`config.mk`:
```
export PLATFORM = sky130hd
export DESIGN_NAME = time_set_ctrl
export DESIGN_NICKNAME = d
export VERILOG_FILES = /design/src/rtl/time_set_ctrl_pkg.sv /design/src/rtl/time_set_ctrl_btn_edge.sv /design/src/rtl/time_set_ctrl.sv
export SDC_FILE = /design/constraint.sdc
export NUM_CORES = 1
export LEC_CHECK = 0
export CAP_MARGIN = 20
export CORE_UTILIZATION = 59
export CTS_BUF_LIST = sky130_fd_sc_hd__clkbuf_16
export CTS_CLUSTER_SIZE = 28
export DETAILED_ROUTE_END_ITERATION = 6
export PLACE_DENSITY = 0.87
export SLEW_MARGIN = 40
export SYNTH_ARGS = -nofsm -noshare
export SYNTH_HDL_FRONTEND = slang
export SYNTH_HIERARCHICAL = 1
export SYNTH_SLANG_ARGS = --single-unit
```
`constraint.sdc`:
```
create_clock -name clk -period 6.05 [get_ports clk]
set_clock_uncertainty 0.1 [all_clocks]
set_input_delay 1.21 -clock clk [delete_from_list [all_inputs] [get_ports clk]]
set_output_delay 1.21 -clock clk [all_outputs]
set_load 0.005 [all_outputs]
```
`src/rtl/time_set_ctrl_pkg.sv`:
```
// Shared types, field limits and calendar helpers for the time/date setting controller.
// Latency: n/a (types and pure functions only).
// Backpressure: n/a.
package time_set_ctrl_pkg;

    // State values 1..6 line up with the edit_field encoding of the field being edited
    typedef enum logic [2:0] {
        IDLE       = 3'd0,
        EDIT_HR    = 3'd1,
        EDIT_MIN   = 3'd2,
        EDIT_SEC   = 3'd3,
        EDIT_DAY   = 3'd4,
        EDIT_MONTH = 3'd5,
        EDIT_YEAR  = 3'd6,
        COMMIT     = 3'd7
    } state_t;

    localparam logic [2:0] FIELD_NONE  = 3'd0;
    localparam logic [2:0] FIELD_HR    = 3'd1;
    localparam logic [2:0] FIELD_MIN   = 3'd2;
    localparam logic [2:0] FIELD_SEC   = 3'd3;
    localparam logic [2:0] FIELD_DAY   = 3'd4;
    localparam logic [2:0] FIELD_MONTH = 3'd5;
    localparam logic [2:0] FIELD_YEAR  = 3'd6;

    // Field limits, all held at the width of the generic step helper
    localparam logic [6:0] ZERO_MIN  = 7'd0;
    localparam logic [6:0] HR_MAX    = 7'd23;
    localparam logic [6:0] MIN_MAX   = 7'd59;
    localparam logic [6:0] SEC_MAX   = 7'd59;
    localparam logic [6:0] DAY_MIN   = 7'd1;
    localparam logic [6:0] MONTH_MIN = 7'd1;
    localparam logic [6:0] MONTH_MAX = 7'd12;
    localparam logic [6:0] YEAR_MAX  = 7'd99;

    // Values loaded into the working registers by reset: 0:00:00, 01/01/20
    localparam logic [4:0] RST_DAY   = 5'd1;
    localparam logic [3:0] RST_MONTH = 4'd1;
    localparam logic [6:0] RST_YEAR  = 7'd20;

    // Days in a month; no leap years, so February is always 28
    function automatic logic [4:0] month_len(input logic [3:0] month);
        logic [4:0] len;
        case (month)
            4'd2:                       len = 5'd28;
            4'd4, 4'd6, 4'd9, 4'd11:    len = 5'd30;
            default:                    len = 5'd31;
        endcase
        return len;
    endfunction

    // One up or down step inside [lo, hi] with wrap-around; no step leaves the value alone
    function automatic logic [6:0] wrap_step(input logic [6:0] val, input logic [6:0] lo,
                                             input logic [6:0] hi, input logic up,
                                             input logic dn);
        logic [6:0] res;
        res = val;
        if (up) begin
            res = (val >= hi) ? lo : val + 7'd1;
        end else if (dn) begin
            res = (val <= lo) ? hi : val - 7'd1;
        end
        return res;
    endfunction

endpackage

```
`src/rtl/time_set_ctrl_btn_edge.sv`:
```
// Button front end: registers a debounced level and emits one step pulse per rising edge.
// Latency: step pulse is high the cycle after the press is first sampled; with AUTO_REPEAT_EN
//          defined, a held button adds a step after REPEAT_DELAY cycles and then every REPEAT_PERIOD.
// Backpressure: none; the pulse is consumed the cycle it is high.
module btn_edge #(
    parameter int REPEAT_DELAY  = 2,
    parameter int REPEAT_PERIOD = 1,
    parameter bit HOLD_REPEAT   = 1'b1
) (
    input  logic clk,
    input  logic rst,
    input  logic btn,
    output logic step
);

    logic btn_r;
    logic btn_prev;
    logic rise;

    // Sample the level, and keep last cycle's sample for edge detection
    always_ff @(posedge clk or posedge rst) begin
        if (rst) begin
            btn_r    <= 1'b0;
            btn_prev <= 1'b0;
        end else begin
            btn_r    <= btn;
            btn_prev <= btn_r;
        end
    end

    assign rise = btn_r & ~btn_prev;

`ifdef AUTO_REPEAT_EN
    // Cycles left until the next repeat step while the button stays held (delay assumed >= 1)
    logic [15:0] rep_cnt;
    logic        held;
    logic        rep_fire;

    assign held     = btn_r & btn_prev;
    assign rep_fire = HOLD_REPEAT && held && (rep_cnt == 16'd0);

    // Load the initial delay on the edge, then reload with the period after each repeat
    always_ff @(posedge clk or posedge rst) begin
        if (rst) begin
            rep_cnt <= 16'd0;
        end else if (rise) begin
            rep_cnt <= 16'(REPEAT_DELAY - 1);
        end else if (held) begin
            rep_cnt <= (rep_cnt == 16'd0) ? 16'(REPEAT_PERIOD - 1) : rep_cnt - 16'd1;
        end else begin
            rep_cnt <= 16'd0;
        end
    end

    assign step = rise | rep_fire;
`else
    // Repeat timing has no meaning in this build; fold it into a deliberately unused net
    logic unused_repeat_cfg;
    assign unused_repeat_cfg = ^{REPEAT_DELAY, REPEAT_PERIOD, HOLD_REPEAT};

    assign step = rise;
`endif

endmodule

```
`src/rtl/time_set_ctrl.sv`:
```
// Time/date setting controller: snapshot live time, edit field by field, hand result to the clock.
// Latency: a button acts one cycle after its edge is sampled; optional AUTO_REPEAT_EN adds hold-repeat.
// Backpressure: COMMIT holds load_valid and set_* stable until load_ready; no edit timeout there.
module time_set_ctrl
    import time_set_ctrl_pkg::*;
#(
    parameter int TIMEOUT_CYCLES = 30,
    parameter int REPEAT_DELAY   = 2,
    parameter int REPEAT_PERIOD  = 1
) (
    input  logic       clk,
    input  logic       rst,
    input  logic       btn_mode,
    input  logic       btn_inc,
    input  logic       btn_dec,
    input  logic       btn_cancel,
    input  logic [4:0] cur_hr24,
    input  logic [5:0] cur_min,
    input  logic [5:0] cur_sec,
    input  logic [4:0] cur_day,
    input  logic [3:0] cur_month,
    input  logic [6:0] cur_year,
    output logic       editing,
    output logic [2:0] edit_field,
    output logic [4:0] set_hr24,
    output logic [5:0] set_min,
    output logic [5:0] set_sec,
    output logic [4:0] set_day,
    output logic [3:0] set_month,
    output logic [6:0] set_year,
    output logic       load_valid,
    input  logic       load_ready
);

    state_t      state, state_nxt;
    logic        mode_step, inc_step, dec_step, cancel_step;
    logic        up, dn, activity, in_edit, timeout;
    logic [15:0] idle_cnt;
    logic [4:0]  nxt_hr, nxt_day, snap_len, new_len;
    logic [5:0]  nxt_min, nxt_sec;
    logic [3:0]  nxt_month;
    logic [6:0]  nxt_year;

    btn_edge #(.REPEAT_DELAY(REPEAT_DELAY), .REPEAT_PERIOD(REPEAT_PERIOD), .HOLD_REPEAT(1'b0))
        u_mode   (.clk(clk), .rst(rst), .btn(btn_mode),   .step(mode_step));
    btn_edge #(.REPEAT_DELAY(REPEAT_DELAY), .REPEAT_PERIOD(REPEAT_PERIOD), .HOLD_REPEAT(1'b1))
        u_inc    (.clk(clk), .rst(rst), .btn(btn_inc),    .step(inc_step));
    btn_edge #(.REPEAT_DELAY(REPEAT_DELAY), .REPEAT_PERIOD(REPEAT_PERIOD), .HOLD_REPEAT(1'b1))
        u_dec    (.clk(clk), .rst(rst), .btn(btn_dec),    .step(dec_step));
    btn_edge #(.REPEAT_DELAY(REPEAT_DELAY), .REPEAT_PERIOD(REPEAT_PERIOD), .HOLD_REPEAT(1'b0))
        u_cancel (.clk(clk), .rst(rst), .btn(btn_cancel), .step(cancel_step));

    // Opposing steps in the same cycle cancel out
    assign up       = inc_step & ~dec_step;
    assign dn       = dec_step & ~inc_step;
    assign activity = mode_step | inc_step | dec_step | cancel_step;
    assign in_edit  = (state != IDLE) && (state != COMMIT);
    assign timeout  = in_edit && !activity && (idle_cnt == 16'(TIMEOUT_CYCLES - 1));

    // Inactivity counter: cleared by any step and whenever not editing
    always_ff @(posedge clk or posedge rst) begin
        if (rst) begin
            idle_cnt <= 16'd0;
        end else if (!in_edit || activity) begin
            idle_cnt <= 16'd0;
        end else begin
            idle_cnt <= idle_cnt + 16'd1;
        end
    end

    // State register
    always_ff @(posedge clk or posedge rst) begin
        if (rst) begin
            state <= IDLE;
        end else begin
            state <= state_nxt;
        end
    end

    // Next state: cancel beats mode, timeout only when nothing was pressed
    always_comb begin
        state_nxt = state;
        case (state)
            IDLE:       if (mode_step) state_nxt = EDIT_HR;
            COMMIT:     if (load_ready) state_nxt = IDLE;
            default: begin
                if (cancel_step || timeout) begin
                    state_nxt = IDLE;
                end else if (mode_step) begin
                    case (state)
                        EDIT_HR:    state_nxt = EDIT_MIN;
                        EDIT_MIN:   state_nxt = EDIT_SEC;
                        EDIT_SEC:   state_nxt = EDIT_DAY;
                        EDIT_DAY:   state_nxt = EDIT_MONTH;
                        EDIT_MONTH: state_nxt = EDIT_YEAR;
                        default:    state_nxt = COMMIT;
                    endcase
                end
            end
        endcase
    end

    // Outputs decoded from the state alone
    always_comb begin
        editing    = (state != IDLE);
        load_valid = (state == COMMIT);
        edit_field = FIELD_NONE;
        case (state)
            EDIT_HR:    edit_field = FIELD_HR;
            EDIT_MIN:   edit_field = FIELD_MIN;
            EDIT_SEC:   edit_field = FIELD_SEC;
            EDIT_DAY:   edit_field = FIELD_DAY;
            EDIT_MONTH: edit_field = FIELD_MONTH;
            EDIT_YEAR:  edit_field = FIELD_YEAR;
            default:    edit_field = FIELD_NONE;
        endcase
    end

    // Working values: track live time in IDLE, step the active field, freeze in COMMIT
    always_comb begin
        nxt_hr    = set_hr24;
        nxt_min   = set_min;
        nxt_sec   = set_sec;
        nxt_day   = set_day;
        nxt_month = set_month;
        nxt_year  = set_year;
        snap_len  = month_len(cur_month);
        new_len   = month_len(set_month);
        case (state)
            IDLE: begin
                nxt_hr    = cur_hr24;
                nxt_min   = cur_min;
                nxt_sec   = cur_sec;
                nxt_month = cur_month;
                nxt_year  = cur_year;
                nxt_day   = (cur_day > snap_len) ? snap_len : cur_day;
            end
            EDIT_HR:  nxt_hr  = 5'(wrap_step({2'b0, set_hr24}, ZERO_MIN, HR_MAX, up, dn));
            EDIT_MIN: nxt_min = 6'(wrap_step({1'b0, set_min}, ZERO_MIN, MIN_MAX, up, dn));
            EDIT_SEC: nxt_sec = 6'(wrap_step({1'b0, set_sec}, ZERO_MIN, SEC_MAX, up, dn));
            EDIT_DAY: nxt_day = 5'(wrap_step({2'b0, set_day}, DAY_MIN, {2'b0, new_len}, up, dn));
            EDIT_MONTH: begin
                nxt_month = 4'(wrap_step({3'b0, set_month}, MONTH_MIN, MONTH_MAX, up, dn));
                new_len   = month_len(nxt_month);
                nxt_day   = (set_day > new_len) ? new_len : set_day;
            end
            EDIT_YEAR: nxt_year = wrap_step(set_year, ZERO_MIN, YEAR_MAX, up, dn);
            default: begin
            end
        endcase
    end

    // Working value registers
    always_ff @(posedge clk or posedge rst) begin
        if (rst) begin
            set_hr24  <= 5'd0;
            set_min   <= 6'd0;
            set_sec   <= 6'd0;
            set_day   <= RST_DAY;
            set_month <= RST_MONTH;
            set_year  <= RST_YEAR;
        end else begin
            set_hr24  <= nxt_hr;
            set_min   <= nxt_min;
            set_sec   <= nxt_sec;
            set_day   <= nxt_day;
            set_month <= nxt_month;
            set_year  <= nxt_year;
        end
    end

endmodule

```
**Word-level counts from Yosys, hierarchy flattened**

Index checks and enable logic that the tools add are counted.
W data, S select, Z words.

- Reduce and logical (&&, ||, !) cells: 25
- Muxes and demuxes: 45
- Div/mod/pow operators: 0
- Shift-type cells: 0
- Bitwise operators: 15
- Equal/unequal tests: 32
- $mul: 0
- Add/subtract/negate cells: 13
- $lt $le $gt $ge: 14

Operators by type and width:

| operator | number |
|---|---|
| $mux W5 | 11 |
| $mux W6 | 8 |
| $mux W7 | 4 |
| $eq A4 B3 Y1 const B | 6 |
| $eq A4 B4 Y1 const B | 6 |
| $pmux W6 S2 | 2 |
| $mux W4 | 5 |
| $ne A3 B3 Y1 const B | 6 |
| $pmux W3 S6 | 1 |
| $add A16 B1 Y16 const B | 1 |
| $eq A16 B5 Y1 const B | 1 |
| $mux W16 | 1 |
| $pmux W3 S5 | 1 |
| $pmux W5 S3 | 1 |
| $pmux W7 S2 | 1 |
| $add A6 B1 Y6 const B | 2 |
| $eq A3 B3 Y1 const B | 4 |
| $eq A4 B2 Y1 const B | 3 |
| $ge A6 B6 Y1 const B | 2 |
| $le A6 B1 Y1 const B | 2 |
| $mux W3 | 4 |
| $pmux W2 S2 | 3 |
| $reduce_or A4 Y1 | 3 |
| $sub A6 B1 Y6 const B | 2 |
| other kinds (32) | 64 |

- Memory bits (read-only): 0
- Output and inout port bits: 38
- Flip-flop bits (word level): 60
- Memories kept: 0
- Logic and storage cells: 160
- RAM bits: 0
- Bits in latches: 0

**Logic depth before layout (Yosys ltp)**

Gate-level depths: netlist (run 1).

- Depth after elaboration: 14
- Depth in mapped cells: 16

**Hierarchy**

The synthesis (run 1) kept the hierarchy.

Modules (own cells, without submodules):

| module | area an instance (sq um) | cells an instance | instances | sequential area each (sq um) |
|---|---|---|---|---|
| time_set_ctrl | 4539.4 | 594 | 1 | 1306.3 |
| btn_edge | 67.6 | 4 | 4 | 50.0 |

**Worst setup path before layout (run 1)**

No wires, ideal clock.

- Path type: flip-flop to flip-flop
- Start: register u_dec.btn_prev
- End: register set_day[0]
- Path slack: 2.716 ns
- Arrival: 3.138 ns
- Data required time: 5.854 ns
- Path buffers: 2
- Library setup time: 0.096 ns
- Cell stages (with the launch flop): 16
- Path through: dfrtp_1 > nor2b_4 > inv_1 > ha_1 > buf_2 > buf_2 > nand3_1 > o31ai_1 > or4_1 > nor3_1 > ha_1 > a211oi_1 > o21ai_0 > a21oi_1 > o21ai_0 > o32ai_1

- Cells in the longest elaborated chain, start to end: 13
- Elaborated cells between the ends (all ways): 23
- Classes of those cells: 1 x order compare; 7 x eq/ne; 8 x mux; 5 x bitwise; 2 x reduce/logical

Ends and longest elaborated chain:

| item | line | text |
|---|---|---|
| from (decl) | time_set_ctrl_btn_edge.sv:17 | `logic btn_prev;` |
| from (signal assigned) | time_set_ctrl_btn_edge.sv:27 | `btn_prev <= btn_r;` |
| $not A1 Y1 (*) | time_set_ctrl_btn_edge.sv:31 | `assign rise = btn_r & ~btn_prev;` |
| $and A1 B1 Y1 (*) | time_set_ctrl_btn_edge.sv:31 |  |
| net dec_step | time_set_ctrl.sv:36 | `logic mode_step, inc_step, dec_step, cancel_step;` |
| $and A1 B1 Y1 / $not A1 Y1 (equally long branches) | time_set_ctrl.sv:55, time_set_ctrl.sv:54 |  |
| $mux W4 / $and A1 B1 Y1 (equally long branches) | time_set_ctrl_pkg.sv:60, time_set_ctrl.sv:54 |  |
| $mux W4 | time_set_ctrl_pkg.sv:58 | `if (up) begin` |
| $mux W4 | time_set_ctrl.sv:129 | `case (state)` |
| $eq A4 B3 Y1 / $eq A4 B4 Y1 (equally long branches) | time_set_ctrl_pkg.sv:44 | `case (month)` |
| $reduce_or A4 Y1 | time_set_ctrl_pkg.sv:44 |  |
| $pmux W2 S2 | time_set_ctrl_pkg.sv:44 |  |
| $mux W5 | time_set_ctrl.sv:129 |  |
| $gt A5 B5 Y1 | time_set_ctrl.sv:145 | `nxt_day = (set_day > new_len) ? new_len : set_day;` |
| $ne A2 B2 Y1 (no source line) | n/a |  |
| $reduce_and A3 Y1 (no source line) | n/a |  |
| to (signal assigned) | time_set_ctrl.sv:166 | `set_day <= nxt_day;` |
| to (decl) | time_set_ctrl.sv:28 | `output logic [4:0] set_day,` |

The timed path passes the listed nets; every way through them passes the cells marked *. The select of a mux whose other input is x is not followed.
A chain may end at the register's enable or synchronous reset.

**Final worst setup path (run 1)**

Same ends and word-level chain as after synthesis.

==> results.json, run 1 <==
{
  "regArea_mm2": 0.00151,
  "crit_type": "register to register",
  "worst-path-buf-inv": 3,
  "tightest_slew_ps": 767,
  "die-area_mm2": 0.00852,
  "ioPinCount": 78,
  "first_iter_violations": 353,
  "wl_per_cell_um": 17.5,
  "synthSimpleGateAreaFrac_pct": 23.6,
  "critPathTopFamily": "compound AO/OA/AOI/OAI gates",
  "max_stage_delay_ps": 500,
  "muxShareOfSynthArea_pct": 1.09,
  "fillers": 597,
  "synth_fa_ha_area_share_pct": 7.02,
  "dp_slack_ps": 1880,
  "hold_viol": 0,
  "track_usage_pct": 32.9,
  "mostFrequentLayoutCells": "77 x clkdlybuf4s50_1, 58 x nor2_1, 55 x dfrtp_1",
  "mostFrequentLayoutCell": "clkdlybuf4s50_1",
  "rsz0062_at_grt": "false",
  "io_buffers": 77,
  "path_cells": "nor2b_4 > inv_1 > ha_2 > buf_4 > inv_1 > nor2_1 > or4_1 > nor3_1 > ha_1 > a211oi_1 > o21ai_0 > a21oi_1 > o21ai_0 > o32ai_1",
  "post-dp-hpwl_mm": 9.19,
  "ys_ff_latch": 60,
  "synth_top_family_by_area": "compound AO/OA/AOI/OAI gates",
  "cts_num_sinks": 60,
  "met2_usage_pct": 53.2,
  "yosysUniqueCellTypes": 70,
  "h-tree-depth": 3,
  "setup_ws_ps": 1710,
  "synth_flop_cell": "dfrtp_1",
  "cts_tree": "built",
  "critPathRequiredTime_ps": 6170,
  "drv_cap": 0,
  "setup.worst_path.start_class": "register",
  "hold_class": "register to register",
  "synth_compound_area_share_pct": 26.9,
  "dr_total_vias": 5067,
  "cts_hold_buf": 0,
  "min_period_ps": 4340,
  "fin_cells": 768,
  "yosysSeqAreaShare_pct": 31.3,
  "drive_gt1_share_pct": 6.76,
  "synth-edff-count": 0,
  "multi_input_comb_area_mm2": 0.00302,
  "power_density_mw_per_mm2": 489,
  "place_area_mm2": 0.00556,
  "grt.overflow.total": 0,
  "grt_pass1_wl_mm": 22.2,
  "grt_max_degree": 54,
  "outcome": "finished, final reports clean",
  "syn_area_per_cell_um2": 7.88,
  "worstPathMaxFanout": 53,
  "cts.reportedPaths.clkPinSlew_ps": 60,
  "grtUsageMet3_pct": 7.21,
  "use_met1_pct": 43.9,
  "place_congestion": 0.915,
  "post-route-drc-count": 0,
  "relSlewSlack_pct": 48.7,
  "busiest_layer": "met2",
  "nNetsFinal": 728,
  "power.total_mw": 2.86,
  "fp-row-count": 32,
  "initial_utilization_pct": 61.6,
  "cts_max_path_buffers": 2,
  "crit_arrival_ps": 4450,
  "viasPerCell": 6.60,
  "drt_wl_total_mm": 13.4,
  "drtPass1Iterations": 6,
  "power.leakage_nw": 2.35,
  "cts_setup_buffers": 0,
  "die_x_um": 92.3,
  "design_area_mm2": 0.00584,
  "cts-resized-gates": 0,
  "antenna_found_initial": 0,
  "maxSlewViolCount": 0,
  "dp.cells": 752,
  "numCtsBuffers": 9,
  "grt_pass1_vias": 4667,
  "diodes": 0,
  "syn-num-nets": 677,
  "ys.warnings.count": 6,
  "ant_nets": 0,
  "syn_inst": 610,
  "syn-cell-area_mm2": 0.00481,
  "syn2layout_area_growth_pct": 21.4,
  "fmax_ghz": 0.231,
  "die_h_um": 92.3,
  "cts-root-buf": "clkbuf_16",
  "async_flop_share_pct": 100,
  "crit_slowest_cell": "or4_1",
  "endpoint_kind": "register",
  "core_area_mm2": 0.00781,
  "synthXorXnorAreaFrac_pct": 4.01,
  "setup_tns_ps": 0,
  "clock_latency_ps": 330,
  "finalSetupViolCount": 0,
  "vdd_ir_drop_max_mv": 0.308,
  "post-route-period-util_pct": 71.7
}
==> per-stage QoR <==
| step | hold WS [ps] | utilization (%) |
|---|---|---|
| after floorplan | 254 | - |
| after global placement | 267 | 71.2 |
| after detailed placement | 265 | 71.3 |
| after CTS | 283 | 74.8 |
| after global routing | 293 | 74.8 |
| final | 278 | 74.8 |
==> sequential cells by signal, summed over array words and instances (netlist names) <==
| register | flops |
|---|---|
| set_month | 4 |
| set_hr24 | 5 |
| idle_cnt | 16 |
| set_day | 5 |
| u_inc/btn_prev | 1 |
| state | 3 |
| u_cancel/btn_prev | 1 |
| set_year | 7 |
| set_sec | 6 |
| u_mode/btn_r | 1 |
| u_cancel/btn_r | 1 |
| set_min | 6 |
| u_mode/btn_prev | 1 |
| u_inc/btn_r | 1 |
| u_dec/btn_r | 1 |
| u_dec/btn_prev | 1 |
==> cell usage after synthesis (all sizes together), types with 5 or more instances <==
library cell,number,share of area (%)
a211oi,13,2.0
a21oi,49,5.1
a221oi,5,0.91
a31oi,14,1.8
and3,9,1.2
buf,16,1.7
clkbuf,23,1.8
dfrtp,56,29
ha,27,7.0
inv,32,2.5
nand2,53,4.1
nand2b,6,0.78
nand3,24,2.5
nor2,58,4.5
nor2b,15,2.6
nor3,25,2.8
o211ai,9,1.5
o21ai,55,5.7
o22ai,6,0.78
o31ai,7,1.1
or2,5,0.70
or3,10,1.4
or4,6,0.94
xnor2,7,1.3
xor2,15,2.7
==> kinds of logic (layout without fill, tap and decap cells) <==
logic type / count (synthesis) / count (layout)
AOI/OAI and AO/OA: 201 / 201
and+or+nand+nor: 224 / 224
DFF: 60 / 60
muxes: 4 / 4
xor gates and xnor gates: 22 / 22
buffers and inverters: 72 / 128
adders and majority gates: 27 / 27
==> cell type report <==
cell class	count	share of cell area, %
Timing Repair Buffer	79	13.5
Sequential cell	60	25.8
Clock buffer	9	3.86
Clock inverter	7	0.878
Tap cell	102	2.19
Inverter	33	2.12
Multi-Input combinational cell	478	51.7
==> per-layer routing <==
metal  share of wire [%]  vias up
met1                  42     2373
met3                 9.0       50
li1                    -     2328
met2                  47      316
met5                   0        -
met4                 2.5        0
==> power breakdown <==
group | switching (mW) | internal, mW | total, mW
registers | 0.361 | 0.540 | 0.901
clock network | 0.196 | 0.279 | 0.475
logic | 0.778 | 0.704 | 1.48
total | 1.34 | 1.52 | 2.86
==> worst reg2reg max path, stage by stage, from the launching register on <==
cell and delay, ps:
dfrtp_1 390, nor2b_4 130, inv_1 50, ha_2 240, buf_4 310, inv_1 400, nor2_1 120, or4_1 500
nor3_1 160, ha_1 280, a211oi_1 380, o21ai_0 190, a21oi_1 470, o21ai_0 150, o32ai_1 360
==> worst paths after layout <==
check / depth (start not counted) / slack [ps] / to / startpoint
worst max-delay path: 14 / 1710 / set_day[0] / u_dec/btn_prev
max in group asynchronous: 3 / 3850 / set_year[5] / rst
worst max register to register: 14 / 1710 / set_day[0] / u_dec/btn_prev
worst min register to register: 0 / 280 / u_dec/btn_prev / u_dec/btn_r
min in group asynchronous: 2 / 1100 / u_cancel/btn_prev / rst
worst min-delay path: 0 / 280 / u_dec/btn_prev / u_dec/btn_r
Power figures use the tool's default switching activity.
==> run 2: changes to the inputs <==
Settings changed: CORE_UTILIZATION 59 to 50, PLACE_DENSITY 0.87 to 0.78.
Clock period 6.05 ns to 3.7 ns, I/O delays scaled along.
==> results.json, run 2 (same netlist as run 1, synthesis figures left out) <==
{
  "outcome": "finished, final reports clean",
  "drv_cap": 0,
  "rsz0062_at_grt": "false",
  "relSlewSlack_pct": 53.1,
  "r2r_end": "set_day[0]",
  "drive_gt1_share_pct": 7.85,
  "setup_ws_ps": 205,
  "post-route-drc-count": 0,
  "mostFrequentLayoutCell": "clkdlybuf4s50_1",
  "power_density_mw_per_mm2": 790,
  "power.total_mw": 4.72,
  "ant_nets": 0,
  "hold_depth": 0,
  "min_from": "u_mode/btn_r",
  "whs_ps": 283,
  "die_x_um": 100,
  "reg_top3": "idle_cnt: 16 flops, set_year: 7 flops",
  "endpoint_kind": "register",
  "viasPerCell": 6.10,
  "track_usage_pct": 26.3,
  "numCtsBuffers": 9,
  "grt_pass1_vias": 4417,
  "cts-root-buf": "clkbuf_16",
  "rrSetupSlack_ps": 210,
  "ioPinCount": 78,
  "setup.worst_path.start_class": "register",
  "clock_latency_ps": 330,
  "drt_wl_total_mm": 13.0,
  "place_congestion": 0.917,
  "fillers": 776,
  "reg2reg_depth": 14,
  "wl_per_cell_um": 16.2,
  "fmax_ghz": 0.286,
  "hold_viol": 0,
  "largest_register_ffs": 16,
  "hold_class": "register to register",
  "post-route-period-util_pct": 94.4,
  "cts_num_sinks": 60,
  "die_h_um": 100,
  "cts_max_path_buffers": 2,
  "setup_tns_ps": 0,
  "maxSlewViolCount": 0,
  "grt_max_degree": 53,
  "antenna_found_initial": 0,
  "dp.cells": 788,
  "cts.reportedPaths.clkPinSlew_ps": 60,
  "io_buffers": 77,
  "crit_type": "register to register",
  "design_area_mm2": 0.00597,
  "initial_utilization_pct": 51.8,
  "rr_startpoint": "set_month[0]",
  "post-dp-hpwl_mm": 9.23,
  "place_area_mm2": 0.00567,
  "dp_slack_ps": 194,
  "h-tree-depth": 3,
  "vdd_ir_drop_max_mv": 0.407,
  "finalSetupViolCount": 0,
  "crit_arrival_ps": 3620,
  "worstPathMaxFanout": 9,
  "grt.overflow.total": 0,
  "mostFrequentLayoutCells": "77 x clkdlybuf4s50_1, 58 x nor2_1, 56 x dfrtp_1",
  "grt_pass1_wl_mm": 21.3,
  "power.leakage_nw": 2.41,
  "cts_hold_buf": 0,
  "whs_endpoint": "u_mode/btn_prev",
  "cts_setup_buffers": 0,
  "dr_total_vias": 4903,
  "cts_tree": "built",
  "fp-row-count": 35,
  "regMostFlops": "idle_cnt",
  "die-area_mm2": 0.0100,
  "syn2layout_area_growth_pct": 24.1,
  "diodes": 0,
  "nNetsFinal": 737,
  "min_period_ps": 3490,
  "tightest_slew_ps": 701,
  "cts-resized-gates": 0,
  "postLayoutCoreUtil_pct": 64.3,
  "first_iter_violations": 475,
  "critPathRequiredTime_ps": 3830,
  "fin_cells": 804,
  "drtPass1Iterations": 5,
  "core_area_mm2": 0.00928
}
## run 2: area by class of cell
| class | count | area [um^2] | area share (%) |
|---|---|---|---|
| clock buffer | 9 | 225 | 3.77 |
| inverter | 33 | 124 | 2.07 |
| clock inverter | 7 | 68.8 | 1.15 |
| tap | 129 | 161 | 2.70 |
| multi-input combinational | 478 | 3020 | 50.6 |
| sequential | 60 | 1510 | 25.2 |
| timing repair buffer | 88 | 866 | 14.5 |
## run 2: layer usage
metal  track usage (%)  part of all wire (%)
met4              8.03                   1.9
met1              35.9                    44
met2              43.1                    47
met3              4.11                   7.0
met5                 0                     0
## run 2: worst max-delay path: stages, from the launching register on
cell	delay, ps
dfstp_2	610
inv_1	140
ha_1	260
nor2_1	240
o31ai_1	120
a211oi_2	290
or2_2	160
and3_1	170
nor2_1	60
ha_1	290
a211oi_1	190
o21ai_0	110
a21oi_1	230
o21ai_0	120
o32ai_1	320
## run 2: worst max-delay path by stage
| stage | from | depth (start not counted) | to |
|---|---|---|---|
| 2_1_floorplan | u_dec/btn_prev | 15 | set_day[0] |
| 3_3_place_gp | set_month[0] | 14 | set_day[0] |
| 3_5_place_dp | set_month[0] | 14 | set_day[0] |
| 4_1_cts | set_month[0] | 14 | set_day[0] |
| 5_1_grt | set_month[0] | 14 | set_day[0] |
| 6_report | set_month[0] | 14 | set_day[0] |
## run 2: power by group
part / switching (mW) / internal, mW / total, mW
logic: 1.30 / 1.20 / 2.50
clock network: 0.309 / 0.518 / 0.826
registers: 0.505 / 0.884 / 1.39
